## config.mk

```make
export PLATFORM = sky130hd
export DESIGN_NAME = addsub_seq_ctrl
export DESIGN_NICKNAME = d
export VERILOG_FILES = /design/src/rtl/addsub_seq_ctrl.sv
export SDC_FILE = /design/constraint.sdc
export NUM_CORES = 1
export LEC_CHECK = 0
export ABC_CLOCK_PERIOD_IN_PS = 4830
export BUFFER_PORTS_ARGS = -buffer_cell sky130_fd_sc_hd__buf_2
export CAP_MARGIN = 40
export CELL_PAD_IN_SITES_DETAIL_PLACEMENT = 1
export CELL_PAD_IN_SITES_GLOBAL_PLACEMENT = 1
export CORE_ASPECT_RATIO = 1.5
export CORE_MARGIN = 2
export CORE_UTILIZATION = 41
export CTS_BUF_LIST = sky130_fd_sc_hd__clkbuf_4
export DETAILED_ROUTE_END_ITERATION = 16
export MAX_ROUTING_LAYER = met4
export PLACE_DENSITY_LB_ADDON = 0.1
export REMOVE_ABC_BUFFERS = 1
export SYNTH_ARGS = -nofsm -noshare
export SYNTH_HDL_FRONTEND = slang
export SYNTH_SLANG_ARGS = --single-unit
```

## constraint.sdc

```tcl
create_clock -name clk -period 4.83 [get_ports clk]
set_clock_uncertainty 0.1 [all_clocks]
set_input_delay 0.966 -clock clk [delete_from_list [all_inputs] [get_ports clk]]
set_output_delay 0.966 -clock clk [all_outputs]
set_load 0.005 [all_outputs]
```

## src/rtl/addsub_seq_ctrl.sv

```systemverilog
// addsub_seq_ctrl: sequencing front end for an external rca_nb ripple-carry adder.
// Latches one signed add/subtract request per handshake, drives the adder for one
// cycle, captures sum/carry and two's-complement overflow, and holds the result
// until the consumer accepts it. A saturating counter tracks overflowed results.
// rst_n asserts asynchronously; its release is expected to be synchronous to clk.
module addsub_seq_ctrl #(
  parameter int N     = 5,
  parameter int CNT_W = 8
) (
  input  logic             clk,
  input  logic             rst_n,
  input  logic             in_valid,
  output logic             in_ready,
  input  logic [N-1:0]     opa,
  input  logic [N-1:0]     opb,
  input  logic             op_sub,
  output logic [N-1:0]     add_a,
  output logic [N-1:0]     add_b,
  output logic             add_cin,
  input  logic [N-1:0]     add_sum,
  input  logic             add_co,
  output logic             res_valid,
  input  logic             res_ready,
  output logic [N-1:0]     res_sum,
  output logic             res_co,
  output logic             res_ovf,
  output logic [CNT_W-1:0] ovf_cnt
);

  typedef enum logic [1:0] {
    IDLE = 2'd0,
    EXEC = 2'd1,
    DONE = 2'd2
  } state_e;

  localparam logic [CNT_W-1:0] CNT_MAX = {CNT_W{1'b1}};
  localparam logic [CNT_W-1:0] CNT_ONE = {{(CNT_W-1){1'b0}}, 1'b1};

  state_e           state_q, state_d;
  logic [N-1:0]     a_q, a_d;
  logic [N-1:0]     b_q, b_d;
  logic             s_q, s_d;
  logic [N-1:0]     sum_q, sum_d;
  logic             co_q, co_d;
  logic             ovf_q, ovf_d;
  logic [CNT_W-1:0] cnt_q, cnt_d;
  logic             in_ready_q, in_ready_d;
  logic             res_valid_q, res_valid_d;

  // Signed overflow: operands (as presented to the adder) agree in sign but the sum does not.
  function automatic logic ovf_detect(input logic a_msb, input logic b_msb, input logic s_msb);
    return (a_msb == b_msb) & (s_msb != a_msb);
  endfunction

  // Next-state, operand latching, result capture and counter update.
  always_comb begin
    state_d = state_q;
    a_d     = a_q;
    b_d     = b_q;
    s_d     = s_q;
    sum_d   = sum_q;
    co_d    = co_q;
    ovf_d   = ovf_q;
    cnt_d   = cnt_q;
    case (state_q)
      IDLE: begin
        if (in_valid) begin
          a_d     = opa;
          b_d     = op_sub ? ~opb : opb;
          s_d     = op_sub;
          state_d = EXEC;
        end else begin
          state_d = IDLE;
        end
      end
      EXEC: begin
        sum_d = add_sum;
        co_d  = add_co;
        ovf_d = ovf_detect(a_q[N-1], b_q[N-1], add_sum[N-1]);
        if (ovf_d && (cnt_q != CNT_MAX)) begin
          cnt_d = cnt_q + CNT_ONE;
        end else begin
          cnt_d = cnt_q;
        end
        state_d = DONE;
      end
      DONE: begin
        if (res_ready) begin
          state_d = IDLE;
        end else begin
          state_d = DONE;
        end
      end
      default: begin
        state_d = IDLE;
      end
    endcase
    // Handshake flags are registered copies of the next state so they depend on state only.
    in_ready_d  = (state_d == IDLE);
    res_valid_d = (state_d == DONE);
  end

  // State, datapath and handshake registers.
  always_ff @(posedge clk or negedge rst_n) begin
    if (!rst_n) begin
      state_q     <= IDLE;
      a_q         <= {N{1'b0}};
      b_q         <= {N{1'b0}};
      s_q         <= 1'b0;
      sum_q       <= {N{1'b0}};
      co_q        <= 1'b0;
      ovf_q       <= 1'b0;
      cnt_q       <= {CNT_W{1'b0}};
      in_ready_q  <= 1'b1;
      res_valid_q <= 1'b0;
    end else begin
      state_q     <= state_d;
      a_q         <= a_d;
      b_q         <= b_d;
      s_q         <= s_d;
      sum_q       <= sum_d;
      co_q        <= co_d;
      ovf_q       <= ovf_d;
      cnt_q       <= cnt_d;
      in_ready_q  <= in_ready_d;
      res_valid_q <= res_valid_d;
    end
  end

  assign in_ready  = in_ready_q;
  assign res_valid = res_valid_q;
  assign add_a     = a_q;
  assign add_b     = b_q;
  assign add_cin   = s_q;
  assign res_sum   = sum_q;
  assign res_co    = co_q;
  assign res_ovf   = ovf_q;
  assign ovf_cnt   = cnt_q;

endmodule

```

==> metrics.yaml <==
status: "finished, final reports clean"
std_cell_rows: 24
dpl.hpwl_um: 2083
pre_cts_slack_ps: 2269
cts_tree: "done"
ys_seq_area_share_pct: 58.35
min-delay-path-class: "reg -> reg"
multi_input_area_sq_um: 505.5
crit_type: "in -> reg"
place_congestion: 0.7972
start_util_pct: 43.79
synth.distinct_cells: 27
cts_max_level: 2
layout-drive-gt1-share_pct: 42.95
viasPerCell: 5.026
drt_iter0_drc: 15
worst_slew_pin_slew_ps: 686.9
rsz0062_at_grt: "false"
tns_ps: 0
powerDensity_nw_per_um2: 542.5
clkTransAtPathRegs_ps: 90
drt_wl_total_um: 2715
post-route-period-util_pct: 45.28
antenna_cells: 0
die_h_um: 72.67
wl_met2_um: 1580
grt_overflow: 0
layoutNonFillerInstCount: 195
dr.pass1.iters: 3
slew-limit-headroom_pct: 54.20
worstPathMaxFanout: 9
hp-start: "res_ovf$_DFFE_PN0N_"
fin_ws_ps: 2643
synth_warnings: 0
place_inst: 187
grt_max_degree: 31
grt_pass1_wl_um: 4692
drv_slew: 0
antenna_found_initial: 0
first_global_vias: 1079
die_w_um: 49.78
ys_ff_latch: 30
core_area_sq_um: 2943
syn2layout_area_growth_pct: 25.83
required_ps: 4950
timing.max_cap.violations: 0
postCtsResizedCells: 0
numPortBuffers: 48
cts_setup_buffers: 0
syn_inst: 103
met3_length_um: 143
ant_nets: 0
cts.sinks: 30
start_kind: "input port"
whs_ps: 389.8
syn_avg_cell_area_sq_um: 12.51
clockBufferDepth: 2
die-area_sq_um: 3617
period_minus_slack_ps: 2187
endpoint_kind: "register"
via_count: 980
worstSetupStartpoint: "add_sum[4]"
setup_viol: 0
hold_viol_final: 0
fmax_ghz: 0.4572
pin_count: 49
grt_usage_pct: 17.94
cts_buffers: 5
final_common_cell: "buf_2"
drt-met1-wl_um: 908
drc: 0
clockRootBuffer: "clkbuf_4"
hold_buffers: 0
nFillCells: 366
r2r_start: "state_q[1]$_DFF_PN0_"
wl_per_cell_um: 13.92
final_cell_mix: "buf_2 (48), dfrtp_1 (29), mux2_1 (12)"
netlist_area_sq_um: 1289
seq_area_sq_um: 752.0
top_layer_used: "met4"
layout.nets: 177
clkLatencyLatePin_ps: 330
cp_data_arrival_time_ps: 2300
max-vdd-ir-drop_v: 0.0002679
p_leak_nw: 0.7825
==> area by class of cell <==
class | count | share of cell area, %
clock buffer | 8 | 3.704
inverter | 2 | 0.4630
multi-input combinational | 67 | 31.17
sequential | 30 | 46.37
tap | 39 | 3.009
timing repair buffer | 49 | 15.28
==> cells in the mapped netlist, drive strengths merged <==
cell / instances / share of area [%]
buf: 3 / 1.6
dfstp: 1 / 2.0
or3b: 1 / 0.68
mux2: 17 / 15
nor4b: 1 / 1.8
ha: 1 / 0.97
a21oi: 5 / 1.9
clkbuf: 1 / 0.29
dfrtp: 29 / 56
xor2: 2 / 1.4
xnor2: 5 / 3.4
nor3: 2 / 1.6
nand3b: 1 / 0.58
nor2: 11 / 3.2
o31a: 1 / 0.68
a21o: 1 / 0.58
nand3: 3 / 1.2
nand2: 8 / 2.3
nand4: 2 / 0.97
o21ai: 3 / 1.2
inv: 2 / 0.58
nor3b: 1 / 0.97
nand2b: 2 / 0.97
==> final timing paths <==
| path | to | slack, ps | depth (start not counted) |
|---|---|---|---|
| setup / recovery | ovf_cnt[1]$_DFFE_PN0P_ | 2640 | 5 |
| hold / removal | res_ovf$_DFFE_PN0N_ | 390 | 2 |
| setup reg to reg | ovf_cnt[1]$_DFFE_PN0P_ | 2890 | 4 |
| hold reg to reg | res_ovf$_DFFE_PN0N_ | 390 | 2 |
| max in group asynchronous | state_q[0]$_DFF_PN0_ | 3620 | 1 |
| min in group asynchronous | res_sum[3]$_DFFE_PN0N_ | 570 | 1 |
==> per-stage QoR <==
step / instance area [sq um] / util, % / total power [mW]
final: 1622 / 55.10 / 0.8796
after global routing: 1622 / 55.10 / 0.9580
after CTS: 1622 / 55.10 / 0.9003
after detailed placement: 1562 / 53.06 / 0.7421
after global placement: 1562 / 53.06 / 0.7203
after floorplan: 1265 / - / 0.5815
==> where the power goes <==
group | switching (mW) | internal (mW) | leakage (nW)
clock | 0.0800 | 0.0747 | 0.0368
combinational | 0.138 | 0.158 | 0.385
sequential | 0.0687 | 0.361 | 0.361
==> cells by family (layout without fill, tap and decap cells) <==
family                   count (synthesis)  in the layout  synth area share, %
AND/OR/NAND/NOR                         32             32                14.27
flip-flops                              30             30                58.35
multiplexers                            17             17                14.85
AO/OA/AOI/OAI                           10             10                4.369
XOR/XNOR                                 7              7                4.757
buffers and inverters                    6             59                2.426
adder cells (fa/ha/maj)                  1              1               0.9707
==> metal layers <==
metal / vias to the layer above / track usage [%]
li1: 456 / -
met1: 487 / 17.09
met2: 28 / 32.30
met3: 9 / 3.279
met4: 0 / 12.04
met5: - / -
==> worst max-delay path, stage by stage <==
cell	delay, ps
buf_2	90
or3b_1	340
a21o_1	320
nor2_1	240
mux2_1	350
==> state kept, by name (all words and copies together), names as in the netlist <==
name,count
res_co,1
in_ready,1
ovf_cnt,8
add_cin,1
add_a,5
add_b,5
res_sum,5
res_ovf,1
state_q,2
res_valid,1
Power figures use the tool's default switching activity.
